**config.mk**
```make
export PLATFORM = sky130hd
export DESIGN_NAME = ternary_neuron_accum_flat
export DESIGN_NICKNAME = d
export VERILOG_FILES = /design/src/rtl/ternary_neuron_accum_if.sv /design/src/rtl/ternary_neuron_accum.sv /design/src/flat_wrapper.sv
export SDC_FILE = /design/constraint.sdc
export NUM_CORES = 1
export LEC_CHECK = 0
export ABC_AREA = 1
export BUFFER_PORTS_ARGS = -buffer_cell sky130_fd_sc_hd__clkbuf_2
export CELL_PAD_IN_SITES_DETAIL_PLACEMENT = 0
export CELL_PAD_IN_SITES_GLOBAL_PLACEMENT = 1
export CORE_MARGIN = 2
export CORE_UTILIZATION = 45
export CTS_BUF_LIST = sky130_fd_sc_hd__clkbuf_8 sky130_fd_sc_hd__clkbuf_16
export DETAILED_ROUTE_END_ITERATION = 12
export MAX_ROUTING_LAYER = met4
export PLACE_DENSITY = 0.83
export RECOVER_POWER = 50
export SLEW_MARGIN = 10
export SYNTH_ARGS = -nofsm -noshare
export SYNTH_HDL_FRONTEND = slang
export SYNTH_SLANG_ARGS = --single-unit
```
**constraint.sdc**
```tcl
create_clock -name clk -period 5.8 [get_ports clk]
set_input_delay 0.29 -clock clk [delete_from_list [all_inputs] [get_ports clk]]
set_output_delay 0.29 -clock clk [all_outputs]
set_load 0.03 [all_outputs]
```
**src/rtl/ternary_neuron_accum_if.sv**
```systemverilog
// Beat input and result output bundle for the ternary-neuron accumulator.
// slave = accumulator side, master = producer/consumer side.
interface ternary_neuron_accum_if #(
  parameter int CNT_W = 5,
  parameter int ACC_W = 10
);
  logic             in_valid;
  logic             in_ready;
  logic             in_last;
  logic [CNT_W-1:0] pos_cnt;
  logic [CNT_W-1:0] neg_cnt;
  logic             out_valid;
  logic             out_ready;
  logic [1:0]       out_act;
  logic [ACC_W-1:0] out_sum;
  logic             out_trunc;

  modport slave (
    input  in_valid, in_last, pos_cnt, neg_cnt, out_ready,
    output in_ready, out_valid, out_act, out_sum, out_trunc
  );

  modport master (
    output in_valid, in_last, pos_cnt, neg_cnt, out_ready,
    input  in_ready, out_valid, out_act, out_sum, out_trunc
  );
endinterface

```
**src/rtl/ternary_neuron_accum.sv**
```systemverilog
// Accumulates (pos_cnt - neg_cnt) over a multi-beat neuron with saturation,
// thresholds the final sum and holds a ternary result behind valid/ready.
module ternary_neuron_accum #(
  parameter int CNT_W     = 5,
  parameter int ACC_W     = 10,
  parameter int MAX_BEATS = 8,
  parameter int THR_HI    = 3,
  parameter int THR_LO    = -3
) (
  input  logic                   clk,
  input  logic                   rst_n,
  ternary_neuron_accum_if.slave  bus
);

  localparam int SUM_W = ((ACC_W > CNT_W + 1) ? ACC_W : CNT_W + 1) + 1;
  localparam int BC_W  = $clog2(MAX_BEATS + 1);

  localparam logic signed [SUM_W-1:0] SUM_MAX  = SUM_W'((1 << (ACC_W - 1)) - 1);
  localparam logic signed [SUM_W-1:0] SUM_MIN  = SUM_W'(-(1 << (ACC_W - 1)));
  localparam logic signed [ACC_W-1:0] THR_HI_V = ACC_W'(THR_HI);
  localparam logic signed [ACC_W-1:0] THR_LO_V = ACC_W'(THR_LO);
  localparam logic [BC_W-1:0]         LAST_CNT = BC_W'(MAX_BEATS - 1);

  typedef enum logic {IDLE, ACCUM} state_t;

  state_t                   state_q, state_d;
  logic signed [ACC_W-1:0]  acc_q, acc_d;
  logic [BC_W-1:0]          cnt_q, cnt_d;

  logic                     out_valid_q;
  logic [1:0]               out_act_q;
  logic [ACC_W-1:0]         out_sum_q;
  logic                     out_trunc_q;

  logic                     in_ready;
  logic                     accept;
  logic                     is_final;
  logic                     load;
  logic signed [CNT_W:0]    delta;
  logic signed [SUM_W-1:0]  sum_wide;
  logic signed [ACC_W-1:0]  sat_val;
  logic [1:0]               act_val;

  assign in_ready = !out_valid_q || bus.out_ready;
  assign accept   = bus.in_valid && in_ready;
  assign is_final = bus.in_last || (cnt_q == LAST_CNT);
  assign load     = accept && is_final;

  assign delta    = $signed({1'b0, bus.pos_cnt}) - $signed({1'b0, bus.neg_cnt});
  // Extra headroom bit so the clamp sees the true sum before it wraps.
  assign sum_wide = SUM_W'(acc_q) + SUM_W'(delta);

  always_comb begin
    sat_val = sum_wide[ACC_W-1:0];
    if (sum_wide > SUM_MAX) begin
      sat_val = {1'b0, {(ACC_W-1){1'b1}}};
    end else if (sum_wide < SUM_MIN) begin
      sat_val = {1'b1, {(ACC_W-1){1'b0}}};
    end
  end

  always_comb begin
    act_val = 2'b00;
    if (sat_val >= THR_HI_V) begin
      act_val = 2'b01;
    end else if (sat_val <= THR_LO_V) begin
      act_val = 2'b11;
    end
  end

  always_comb begin
    state_d = state_q;
    acc_d   = acc_q;
    cnt_d   = cnt_q;
    case (state_q)
      IDLE: begin
        if (accept && !is_final) begin
          state_d = ACCUM;
          acc_d   = sat_val;
          cnt_d   = BC_W'(1);
        end
      end
      ACCUM: begin
        if (accept) begin
          if (is_final) begin
            state_d = IDLE;
            acc_d   = '0;
            cnt_d   = '0;
          end else begin
            acc_d = sat_val;
            cnt_d = cnt_q + BC_W'(1);
          end
        end
      end
      default: begin
        state_d = IDLE;
        acc_d   = '0;
        cnt_d   = '0;
      end
    endcase
  end

  always_ff @(posedge clk or negedge rst_n) begin
    if (!rst_n) begin
      state_q <= IDLE;
      acc_q   <= '0;
      cnt_q   <= '0;
    end else begin
      state_q <= state_d;
      acc_q   <= acc_d;
      cnt_q   <= cnt_d;
    end
  end

  // Data registers move only on a final beat; valid also clears on consume.
  always_ff @(posedge clk or negedge rst_n) begin
    if (!rst_n) begin
      out_valid_q <= 1'b0;
      out_act_q   <= '0;
      out_sum_q   <= '0;
      out_trunc_q <= 1'b0;
    end else if (load) begin
      out_valid_q <= 1'b1;
      out_act_q   <= act_val;
      out_sum_q   <= sat_val;
      out_trunc_q <= !bus.in_last;
    end else if (bus.out_ready) begin
      out_valid_q <= 1'b0;
    end
  end

  assign bus.in_ready  = in_ready;
  assign bus.out_valid = out_valid_q;
  assign bus.out_act   = out_act_q;
  assign bus.out_sum   = out_sum_q;
  assign bus.out_trunc = out_trunc_q;

endmodule

```
**src/flat_wrapper.sv**
```systemverilog
// flat-port wrapper written by rule: the top's interface ports become plain ports
module ternary_neuron_accum_flat 
#(
  parameter int CNT_W     = 5,
  parameter int ACC_W     = 10,
  parameter int MAX_BEATS = 8,
  parameter int THR_HI    = 3,
  parameter int THR_LO    = -3
)
  (clk, rst_n, bus_in_valid, bus_in_last, bus_pos_cnt, bus_neg_cnt, bus_out_ready, bus_in_ready, bus_out_valid, bus_out_act, bus_out_sum, bus_out_trunc);
  ternary_neuron_accum_if #(.CNT_W(CNT_W), .ACC_W(ACC_W)) bus_i ();
  input  logic clk;
  input  logic rst_n;
  input wire logic [$bits(bus_i.in_valid)-1:0] bus_in_valid;
  input wire logic [$bits(bus_i.in_last)-1:0] bus_in_last;
  input wire logic [$bits(bus_i.pos_cnt)-1:0] bus_pos_cnt;
  input wire logic [$bits(bus_i.neg_cnt)-1:0] bus_neg_cnt;
  input wire logic [$bits(bus_i.out_ready)-1:0] bus_out_ready;
  output wire logic [$bits(bus_i.in_ready)-1:0] bus_in_ready;
  output wire logic [$bits(bus_i.out_valid)-1:0] bus_out_valid;
  output wire logic [$bits(bus_i.out_act)-1:0] bus_out_act;
  output wire logic [$bits(bus_i.out_sum)-1:0] bus_out_sum;
  output wire logic [$bits(bus_i.out_trunc)-1:0] bus_out_trunc;
  assign bus_i.in_valid = bus_in_valid;
  assign bus_i.in_last = bus_in_last;
  assign bus_i.pos_cnt = bus_pos_cnt;
  assign bus_i.neg_cnt = bus_neg_cnt;
  assign bus_i.out_ready = bus_out_ready;
  assign bus_in_ready = bus_i.in_ready;
  assign bus_out_valid = bus_i.out_valid;
  assign bus_out_act = bus_i.out_act;
  assign bus_out_sum = bus_i.out_sum;
  assign bus_out_trunc = bus_i.out_trunc;
  ternary_neuron_accum #(.CNT_W(CNT_W), .ACC_W(ACC_W), .MAX_BEATS(MAX_BEATS), .THR_HI(THR_HI), .THR_LO(THR_LO)) u_core (.clk(clk), .rst_n(rst_n), .bus(bus_i));
endmodule
```
# Word level (Yosys, flattened, before mapping)
# Cells that the tools add are included.
# totals
register_bits	29
wordCells	46
output_inout_bits	15
inputBits	15
# op_classes
bitwise_logic	1
muxes	18
n_eq_ne	3
n_reduce_logical	10
n_addsub	3
order_cmp	4
# ops
cell	count
$mux 10	5
$pmux 10 s2	1
$mux 4	3
$add 10x6->11	1
$gt 11x10->1 const B	1
$lt 11x10->1 const B	1
$ge 10x3->1 const B	1
$le 10x3->1 const B	1
$pmux 4 s2	1
$sub 5x5->6	1
$mux 1	5
$add 4x1->4 const B	1
$eq 4x3->1 const B	1
$mux 2	2
$logic_and 1x1->1	3
$logic_not 1->1	3
$logic_or 1x1->1	2
$ne 2x1->1 const B	1
$ne 2x2->1 const B	1
$pmux 1 s2	1
$reduce_and 2->1	1
$reduce_bool 2->1	1
$not 1->1	1

# Logic depth before layout (Yosys ltp)
# Gate-level depths: netlist of the first run.
# depth
word_depth	8
depth_mapped	26
ltp_nobuf	25

# Least setup slack after synthesis of the first run
# Ideal clock, no wire load.
# synth_path
kind	input to register
startpoint	in bus_neg_cnt[2]
endpoint	reg u_core.out_act_q[0] (netlist: u_core.bus.out_act[0])
required_time_ps	5683
path_buffers	1
t_arrival_ps	2926
stages	24
setup_time_ps	117
slack_ps	2756
cell_sequence	inv_1 -> ha_1 -> a21oi_1 -> o21ai_0 -> a21o_1 -> a21oi_1 -> ha_1 -> nand2_2 -> inv_1 -> a21oi_2 -> nand3_2 -> nand2_1 -> nand2_2 -> nand2_2 -> buf_6 -> nand2_1 -> nand2_1 -> nand2_1 -> nor2_1 -> nand2_1 -> nand2_2 -> nand2_1 -> nand2_1 -> nand2_1
# synth_via
elab_chain_cells	8
elab_cells_between_ends	10
classes_between	add/sub (2); order compare (4); mux (4)
# synth_lines
item	line_no	text
from (decl)	flat_wrapper.sv:17	input wire logic [$bits(bus_i.neg_cnt)-1:0] bus_neg_cnt;
$sub 5x5->6 (*)	ternary_neuron_accum.sv:49	assign delta = $signed({1'b0, bus.pos_cnt}) - $signed({1'b0, bus.neg_cnt});
$add 10x6->11 (*)	ternary_neuron_accum.sv:51	assign sum_wide = SUM_W'(acc_q) + SUM_W'(delta);
$lt 11x10->1	ternary_neuron_accum.sv:57	end else if (sum_wide < SUM_MIN) begin
$mux 10	ternary_neuron_accum.sv:57	
$mux 10 (*)	ternary_neuron_accum.sv:55	if (sum_wide > SUM_MAX) begin
$le 10x3->1	ternary_neuron_accum.sv:66	end else if (sat_val <= THR_LO_V) begin
$mux 2	ternary_neuron_accum.sv:66	
$mux 2 (*)	ternary_neuron_accum.sv:64	if (sat_val >= THR_HI_V) begin
to (signal assigned)	ternary_neuron_accum.sv:124	out_act_q <= act_val;
to (decl)	ternary_neuron_accum.sv:31	logic [1:0] out_act_q;
# Mark *: on every way between the ends. The rest lies on a longest branch, timed or not.
# A chain may end at the register's enable or synchronous reset.

# Final worst setup path of the first run
# Ends and elaborated chain as after synthesis.

==> results.tsv, run 1 <==
stage	metric	value	unit
outcome	outcome	finished, violations left	
outcome	violations	max-capacitance violations, max-slew violations	
die	rows	24	
worst_setup_path	cp_max_fo	11	
clocking	cts_root_buf	clkbuf_8	
yosys	synth.avg_cell_area	7.32	um2
route	via_count	1804	
route	initialDrtViolationCount	76	
pwr	powerDensity	598	nW/um2
clocking	cts_sinks	29	
sta	worstMarginPinSlew	1550	ps
sta	finalWorstSetupSlack	2520	ps
yosys	synth_cells	286	
route	wl_per_cell	11.9	um
pwr	sw_frac_of_total	52.1	%
die	core_area	4410	um2
yosys	synth_top_family_by_area	simple AND/OR/NAND/NOR gates	
global_route	grtUsageMet2	30.7	%
pwr	vdd_drop_max	0.000232	V
clocking	post_cts_buffers	0	
pwr	leakagePower	1.34	nW
yosys	syn_nets	320	
yosys	yosys_register_bits	29	
placed_design	place_area	2260	um2
clocking	htree_levels	2	
final_layout	fillCellCount	446	
yosys	synth_edf_count	0	
worst_setup_path	critical_path_class	primary input to flip-flop	
worst_hold_path	hold_path_depth	2	
die	die_area	5210	um2
sta	finClkSkew	4.17	ps
die	ios	30	
clocking	cts.hold.buffers_added	0	
worst_setup_path	path_cells	clkbuf_2 > inv_1 > ha_1 > a21oi_1 > o21ai_0 > a21o_1 > a21oi_1 > ha_1 > nand2_2 > inv_1 > a21oi_2 > nand3_2 > nand2_1 > nand2_2 > nand2_2 > nand2_1 > nand2_1 > nand2_1 > nor2_1 > nand2_1 > nand2_2 > nand2_1 > nand2_1 > nand2_1	
final_layout	final_area	2350	um2
die	start_util	47.4	%
final_layout	area_growth	12.4	%
pwr	p_sw	733	uW
pwr	p_int	674	uW
yosys	synth.largest_area_cell	dfrtp_1	
yosys	synth_ff_type	dfrtp_1	
worst_hold_path	hp-class	primary input to flip-flop	
sta	hold_viol_final	0	
pwr	power.clock.fraction	12.8	%
clocking	cts_tree	built	
global_route	grt_use_met1	26.4	%
global_route	grt-busiest-layer	met2	
yosys	synth_area	2090	um2
die	die_y	72.2	um
global_route	grt_max_degree	30	
clocking	clkLatencyLatePin	280	ps
route	drc_errors	0	
placed_design	port_buffers	29	
sta	min_period	3280	ps
final_layout	final_cells	368	
yosys	synth_top_area_share	34.7	%
route	vias_per_cell	4.90	
route	firstDrtPassIters	4	
sta	setup_viol	0	
global_route	antenna_found_initial	0	
clocking	numCtsBuffers	5	
sta	slew-limit-headroom	-3.16	%
worst_setup_path	cp.arrival	3450	ps
pwr	total_power	1.41	mW
die	fp.dieW	72.2	um
route	ant_nets	0	
global_route	grt_pass1_wl	7.76	mm
clocking	cts_buffer_depth	2	
global_route	grt_pass1_vias	1747	
yosys	synthMuxAreaShare	0	%
route	wl	4.40	mm
worst_setup_path	worstPathRequired	5970	ps
yosys	synth_most_common_cell	nand2_1	
placed_design	routabilityCongestion	0.902	
final_layout	n_antenna_cell	0	
clocking	cts-resized-gates	0	
worst_setup_path	slowest_stage	ha_1	
worst_setup_path	reg2reg_depth	17	
yosys	synth-simple-area-share	29.8	%
final_layout	fin_nets	349	
worst_setup_path	crit_top_cell	nand2_1	
yosys	synth_area_leaders	dfrtp_1, nand2_1, ha_1, inv_1, nand3_1	
global_route	gr-usage-all-layers	19.8	%
placed_design	dp_hpwl	3.50	mm
sta	fmaxAchievable	305	MHz
global_route	grt-ovfl-total	0	
yosys	ys_seq_area_share	34.7	%
global_route	use_met3	3.89	%
pwr	seq_power_share	23.5	%
sta	fin_setup_tns	0	ps
worst_setup_path	startpoint_type	primary input	
yosys	synth-xor-area-share	4.60	%
job	drv_cap	1	
sta	rsz0062_at_grt	false	
yosys	yosys_warnings	0	
placed_design	dp.cells	360	
worst_setup_path	cp-end-kind	flip-flop	
yosys	synth_top_cells_by_count	nand2_1, inv_1, dfrtp_1	
yosys	synth_compound_area_share	9.68	%
clocking	path_clk_slew	60	ps
sta	final-max-slew-violation-count	30	
final_layout	drive_above_1_share	13.3	%
yosys	synth.distinct_cells	24	
worst_setup_path	max_stage_delay	400	ps
sta	min_period_over_period	56.6	%
pwr	p_comb_share	63.7	%
placed_design	pre_cts_ws	2280	ps
yosys	async_flop_share	100	%
yosys	synth_adder_area_share	12.1	%
## logic make-up (layout without fill, tap and decap cells)
group / after synthesis / count (layout)
flops: 29 / 29
fa+ha+maj: 19 / 19
buf+inv: 47 / 77
simple gates: 143 / 143
compound gates: 37 / 37
xor+xnor: 11 / 11
## layout by cell type (no fill, tap or decap), types with 6 or more instances in the layout
cell / n
a21oi_1: 7
nor2_1: 12
nand2_1: 90
nand2_2: 6
o21ai_0: 20
ha_1: 17
clkbuf_8: 7
dfrtp_1: 29
xor2_1: 6
inv_1: 40
clkbuf_2: 21
nand3_1: 26
clkbuf_1: 8
## through the flow
step / hold slack, ps / utilization, %
2_1_floorplan: -5.59 / -
3_3_place_gp: 382 / 51.2
3_5_place_dp: 378 / 51.2
4_1_cts: 76.9 / 53.5
5_1_grt: 247 / 53.3
6_report: 219 / 53.3
## critical path, delay by kind of cell
family | cells | cell delay, ps
AOI/OAI and AO/OA | 5 | 1030
buffers and inverters | 3 | 160
adders and majority gates | 2 | 740
and+or+nand+nor | 14 | 1240
## layer usage
layer | routed length [um] | vias to the layer above | share of wire, %
met5 | 0 | - | 0
met4 | 51 | 0 | 1.2
met3 | 151 | 10 | 3.4
met2 | 2020 | 27 | 46
met1 | 2170 | 795 | 49
li1 | - | 972 | -
## area by class of cell
cell class | count | area, um2 | area share, %
clock buffers | 7 | 96.3 | 4.09
multi-input cells | 210 | 1180 | 50.0
inverters | 40 | 150 | 6.38
well taps | 52 | 65.1 | 2.76
flip-flops and latches | 29 | 726 | 30.8
repair buffers | 29 | 135 | 5.74
clock inverters | 1 | 5.00 | 0.213
## state kept, by name, indices dropped and copies added, names as in the netlist, named ones only
signal and cells:
u_core.acc_q 10, u_core.bus.out_sum 10, u_core.cnt_q 4, u_core.bus.out_act 2
u_core.bus.out_trunc 1, u_core.bus.out_valid 1
## power groups by stage
stage / registers (mW) / clock network [mW] / logic (mW)
global placement: 0.331 / 0 / 0.906
CTS: 0.331 / 0.187 / 0.905
floorplan: 0.404 / 0 / 0.646
global route: 0.341 / 0.193 / 1.03
finish: 0.330 / 0.181 / 0.896
detailed placement: 0.334 / 0 / 0.900
## path summary, 6_finish.rpt
check | from | endpoint | slack (ps)
setup / recovery | bus_neg_cnt[2] | u_core.bus.out_act[0] | 2520
hold / removal | bus_in_last | u_core.bus.out_trunc | 220
setup reg to reg | u_core.acc_q[0] | u_core.bus.out_act[0] | 3340
hold reg to reg | u_core.bus.out_trunc | u_core.bus.out_trunc | 480
max in group asynchronous | rst_n | u_core.acc_q[6] | 4510
min in group asynchronous | rst_n | u_core.acc_q[9] | 380
(Power assumes the default switching activity.)
==> inputs of run 2 (changes only) <==
Settings changed: CORE_UTILIZATION 45 to 37, PLACE_DENSITY 0.83 to 0.73.
Clock period 5.8 ns to 2.75 ns, I/O delays scaled along.
==> run 2 against run 1 <==
- worst hold slack got worse by 140 ps
- critical path depth rose by 1
- register-to-register slack got worse by 3100 ps
- clock power rose by 110%
- largest power group unchanged
- combinational power rose to 3.6 times the previous value
- worst setup slack got worse by 2400 ps
- total power rose to 3.1 times the previous value
- the run still ends with max-capacitance violations, max-slew violations left
- sequential power rose by 110%
==> results.tsv, run 2 (synthesis results as in run 1) <==
stage	metric	value	unit
global_route	antenna_found_initial	0	
route	ant_nets	0	
clocking	path_clk_slew	60	ps
route	wl_per_cell	12.0	um
final_layout	fin_nets	395	
pwr	leakagePower	1.59	nW
outcome	violations	max-capacitance violations, max-slew violations	
final_layout	final_area	3040	um2
sta	setup_viol	0	
worst_setup_path	cp-end-kind	flip-flop	
die	ios	30	
pwr	vdd_drop_max	0.000587	V
pwr	powerDensity	1430	nW/um2
sta	final-max-slew-violation-count	30	
global_route	grt_pass1_vias	1946	
placed_design	port_buffers	29	
clocking	clkLatencyLatePin	280	ps
route	via_count	2021	
pwr	power.clock.fraction	8.8	%
placed_design	dp_hpwl	3.88	mm
pwr	p_sw	2.08	mW
global_route	grt_max_degree	30	
die	die_area	6280	um2
sta	hold_slack	76.6	ps
die	core_area	5470	um2
pwr	p_comb_share	74.9	%
die	die_y	79.2	um
clocking	numCtsBuffers	5	
clocking	cts_sinks	29	
pwr	seq_power_share	16.3	%
worst_hold_path	hp-class	primary input to flip-flop	
global_route	grt_pass1_wl	8.52	mm
worst_setup_path	critical_path_class	primary input to flip-flop	
pwr	sw_frac_of_total	47.7	%
worst_setup_path	rrSetupSlack	290	ps
clocking	cts_buffer_depth	2	
route	firstDrtPassIters	4	
final_layout	n_antenna_cell	0	
sta	finClkSkew	6.92	ps
final_layout	final_util	55.5	%
sta	hold_viol_final	0	
route	vias_per_cell	4.66	
final_layout	final_common_cell	nand2_1	
route	drc_errors	0	
die	rows	27	
sta	fmaxAchievable	382	MHz
die	start_util	38.2	%
sta	min_period_over_period	95.2	%
sta	worstMarginPinSlew	1570	ps
worst_setup_path	startpoint_type	primary input	
clocking	cts_tree	built	
final_layout	area_growth	45.0	%
sta	rsz0062_at_grt	true	
pwr	p_int	2.28	mW
worst_setup_path	cp_max_fo	6	
outcome	outcome	finished, violations left	
placed_design	routabilityCongestion	0.826	
final_layout	drive_above_1_share	38.7	%
worst_setup_path	worstPathRequired	2910	ps
route	wl	5.23	mm
job	drv_cap	1	
sta	slew-limit-headroom	-4.65	%
global_route	gr-usage-all-layers	17.5	%
placed_design	place_area	2660	um2
die	fp.dieW	79.2	um
clocking	htree_levels	2	
worst_setup_path	cp.arrival	2780	ps
clocking	cts_root_buf	clkbuf_8	
final_layout	final_cell_mix	nand2_1, buf_4, inv_1, nand2_2, dfrtp_1	
global_route	grt-ovfl-total	0	
route	initialDrtViolationCount	64	
sta	min_period	2620	ps
run 2: cell types whose count changed in the layout (fill, tap and decap cells not counted), sizes merged:
cell,delta
nand2,+2
clkbuf,-3
buf,+46
dlygate4sd3,+1
run 2: worst max-delay path: stages:
cell	delay [ps]
buf_2	110
inv_1	40
ha_1	200
a21oi_2	140
o21ai_2	70
a21o_1	210
a21oi_4	150
buf_12	150
ha_4	220
nand2_1	80
nand2_2	80
a21oi_4	160
nand3_2	90
nand2_1	90
nand2_2	100
nand2_4	160
nand2_2	70
nand2_2	90
nand2_1	50
nor2_1	100
nand2_1	70
nand2_2	80
nand2_2	40
nand2_1	50
nand2_1	50
run 2: layout make-up:
type / instances / area (um2)
clock buffer: 7 / 96.3
clock inverter: 1 / 5.00
fill: 563 / 2440
inverter: 40 / 153
multi-input combinational: 212 / 1470
sequential: 29 / 726
tap: 72 / 90.1
timing repair buffer: 73 / 492
run 2: final timing paths:
path / from / endpoint / depth (start not counted)
min reg2reg: u_core.bus.out_act[0] / u_core.bus.out_act[0] / 2
max: bus_neg_cnt[1] / u_core.bus.out_act[0] / 25
max in group asynchronous: rst_n / u_core.bus.out_sum[0] / 2
min in group asynchronous: rst_n / u_core.bus.out_sum[5] / 2
min: bus_in_last / u_core.bus.out_trunc / 2
max reg2reg: u_core.acc_q[0] / u_core.bus.out_act[0] / 18
run 2: repair_timing:
action / 4_1_cts / 5_1_grt
setup buffers: 0 / 7
gates cloned: 0 / 2
endpoints found under the hold margin: 29 / 0
pin swaps: 0 / 45
gates resized for setup: 1 / 72
endpoints found under the setup margin: 1 / 11
hold buffers: 1 / 0
run 2: power groups by stage:
stage	sequential [mW]	combinational [mW]	clock, mW
2_1_floorplan	0.867	1.42	0
3_3_place_gp	0.713	2.58	0
3_5_place_dp	0.719	2.58	0
4_1_cts	0.711	2.60	0.394
5_1_grt	0.726	3.60	0.409
6_report	0.708	3.26	0.383
run 2: per-layer routing:
metal  share of wire (%)  vias up  track usage, %
met5                   0        -               -
li1                    -     1068               -
met3                 2.6        2            3.52
met2                  50       18            28.6
met1                  47      933            22.9
met4                0.15        0            2.93
run 2: stage by stage:
step,worst slack (ps),power [mW],cells,TNS (ps)
floorplan,9.32,2.28,286,0
global placement,-301,3.30,416,-1060
detailed placement,-344,3.30,416,-1700
CTS,2.83,3.71,425,0
global route,-66.5,4.73,434,-75.7
finish,132,4.35,434,0
==> inputs of run 3 (changes only) <==
Settings changed: CORE_ASPECT_RATIO set to 1.2.
==> run 3 against run 2 <==
- the run still ends with max-capacitance violations, max-slew violations left
- utilization decreased by 3.1 points
- register-to-register slack improved by 30 ps
- critical path depth unchanged
- critical path type unchanged
- total power decreased by 8.3%
- combinational power decreased by 11%
- first-iteration DRC count increased by 13%
==> results.tsv, run 3 (synthesis results as in run 1) <==
stage	metric	value	unit
global_route	grt_pass1_wl	9.39	mm
route	via_count	2062	
worst_setup_path	reg2reg_depth	18	
sta	slew-limit-headroom	-5.87	%
worst_setup_path	crit_top_cell	nand2_1	
sta	rsz0062_at_grt	true	
sta	fmaxAchievable	391	MHz
die	die_y	86.4	um
sta	finClkSkew	4.76	ps
outcome	violations	max-capacitance violations, max-slew violations	
final_layout	fin_nets	394	
worst_setup_path	reg2reg_from	u_core.acc_q[0]	
route	ant_nets	0	
sta	setup_viol	0	
pwr	powerDensity	1370	nW/um2
die	die_area	6280	um2
sta	hold_slack	79.4	ps
die	rows	30	
clocking	clkLatencyLatePin	280	ps
final_layout	final_cells	425	
sta	fin_setup_tns	0	ps
sta	min_period	2560	ps
clocking	numCtsBuffers	5	
placed_design	dp_hpwl	4.23	mm
placed_design	routabilityCongestion	0.866	
worst_setup_path	cp-end-kind	flip-flop	
worst_hold_path	hold_path_depth	2	
global_route	gr-usage-all-layers	19.8	%
clocking	htree_levels	2	
global_route	grt-ovfl-total	0	
placed_design	place_area	2670	um2
global_route	grt_max_degree	30	
final_layout	final_common_cell	nand2_1	
final_layout	drive_above_1_share	31.3	%
die	fp.dieW	72.7	um
route	initialDrtViolationCount	72	
worst_setup_path	critical_path_class	primary input to flip-flop	
worst_setup_path	rrSetupSlack	320	ps
die	ios	30	
worst_setup_path	slowest_stage	ha_4	
placed_design	port_buffers	29	
sta	min_period_over_period	93.0	%
worst_setup_path	cp.arrival	2730	ps
worst_setup_path	worstPathRequired	2920	ps
sta	hold_viol_final	0	
final_layout	area_growth	39.0	%
outcome	outcome	finished, violations left	
job	drv_cap	1	
die	start_util	37.7	%
global_route	antenna_found_initial	0	
sta	worstMarginPinSlew	1590	ps
placed_design	dp.cells	411	
clocking	cts_root_buf	clkbuf_8	
worst_hold_path	worstHoldStart	bus_in_last	
worst_setup_path	startpoint_type	primary input	
clocking	cts_sinks	29	
global_route	grt_pass1_vias	2046	
final_layout	final_cell_mix	nand2_1, buf_4, inv_1, dfrtp_1, nand3_1	
pwr	vdd_drop_max	0.000650	V
worst_setup_path	max_stage_delay	290	ps
route	drc_errors	0	
route	vias_per_cell	4.85	
route	wl	5.40	mm
sta	final-max-slew-violation-count	30	
final_layout	final_area	2910	um2
route	firstDrtPassIters	4	
worst_hold_path	hold_end	u_core.bus.out_trunc	
worst_hold_path	hp-class	primary input to flip-flop	
route	wl_per_cell	12.7	um
worst_setup_path	cp_max_fo	5	
final_layout	final_util	52.4	%
pwr	leakagePower	1.55	nW
die	core_area	5560	um2
worst_setup_path	r2r_end	u_core.bus.out_act[0]	
final_layout	n_antenna_cell	0	
clocking	cts_tree	built	
clocking	cts_buffer_depth	2	
clocking	path_clk_slew	60	ps
## run 3: per-stage QoR
step | total power, mW | setup WS, ps
2_1_floorplan | 2.28 | 9.32
3_3_place_gp | 3.34 | -273
3_5_place_dp | 3.35 | -287
4_1_cts | 3.76 | 0.735
5_1_grt | 4.39 | -31.0
6_report | 3.99 | 193
## run 3: worst max-delay path: cells and delay by family
kind / cells / cell delay (ps)
adder cells (fa/ha/maj): 2 / 560
buffers and inverters: 4 / 440
AND/OR/NAND/NOR: 16 / 1210
AO/OA/AOI/OAI: 3 / 380
## run 3: metal layers
| metal | routed length (um) | vias up | GRT usage [%] |
|---|---|---|---|
| met4 | 129 | 0 | 7.41 |
| met3 | 87 | 10 | 2.09 |
| met5 | 0 | - | - |
| li1 | - | 1067 | - |
| met1 | 2430 | 962 | 24.4 |
| met2 | 2760 | 23 | 33.1 |
## run 3: worst max path at each step
stage,start,to,slack (ps),cells after the start
finish,bus_neg_cnt[1],u_core.bus.out_act[0],190,25
CTS,bus_pos_cnt[0],u_core.bus.out_act[0],0.7,23
floorplan,bus_neg_cnt[2],u_core.bus.out_act[0],9,24
detailed placement,bus_neg_cnt[1],u_core.bus.out_act[0],-290,25
global placement,bus_pos_cnt[0],u_core.bus.out_act[0],-270,23
global route,bus_neg_cnt[1],u_core.bus.out_act[0],-30,27
## run 3: cell type report
class,instances,area [um2]
inverter,40,150
multi-input combinational,212,1390
sequential,29,726
fill,553,2650
tap,64,80.1
timing repair buffer,72,464
clock buffer,7,96.3
clock inverter,1,5.00
## run 3: timing repair
action	CTS	global route
setup endpoints to repair	1	16
gates resized for setup	1	32
gates cloned	0	2
buffers inserted	0	3
hold endpoints to repair	29	0
hold buffers	1	0
pin swaps	1	15
## run 3: report_power, final
group | total [mW] | internal (mW) | switching (mW) | leakage, nW
Clock | 0.385 | 0.226 | 0.160 | 0.0542
Combinational | 2.89 | 1.30 | 1.59 | 1.13
Sequential | 0.716 | 0.591 | 0.126 | 0.363
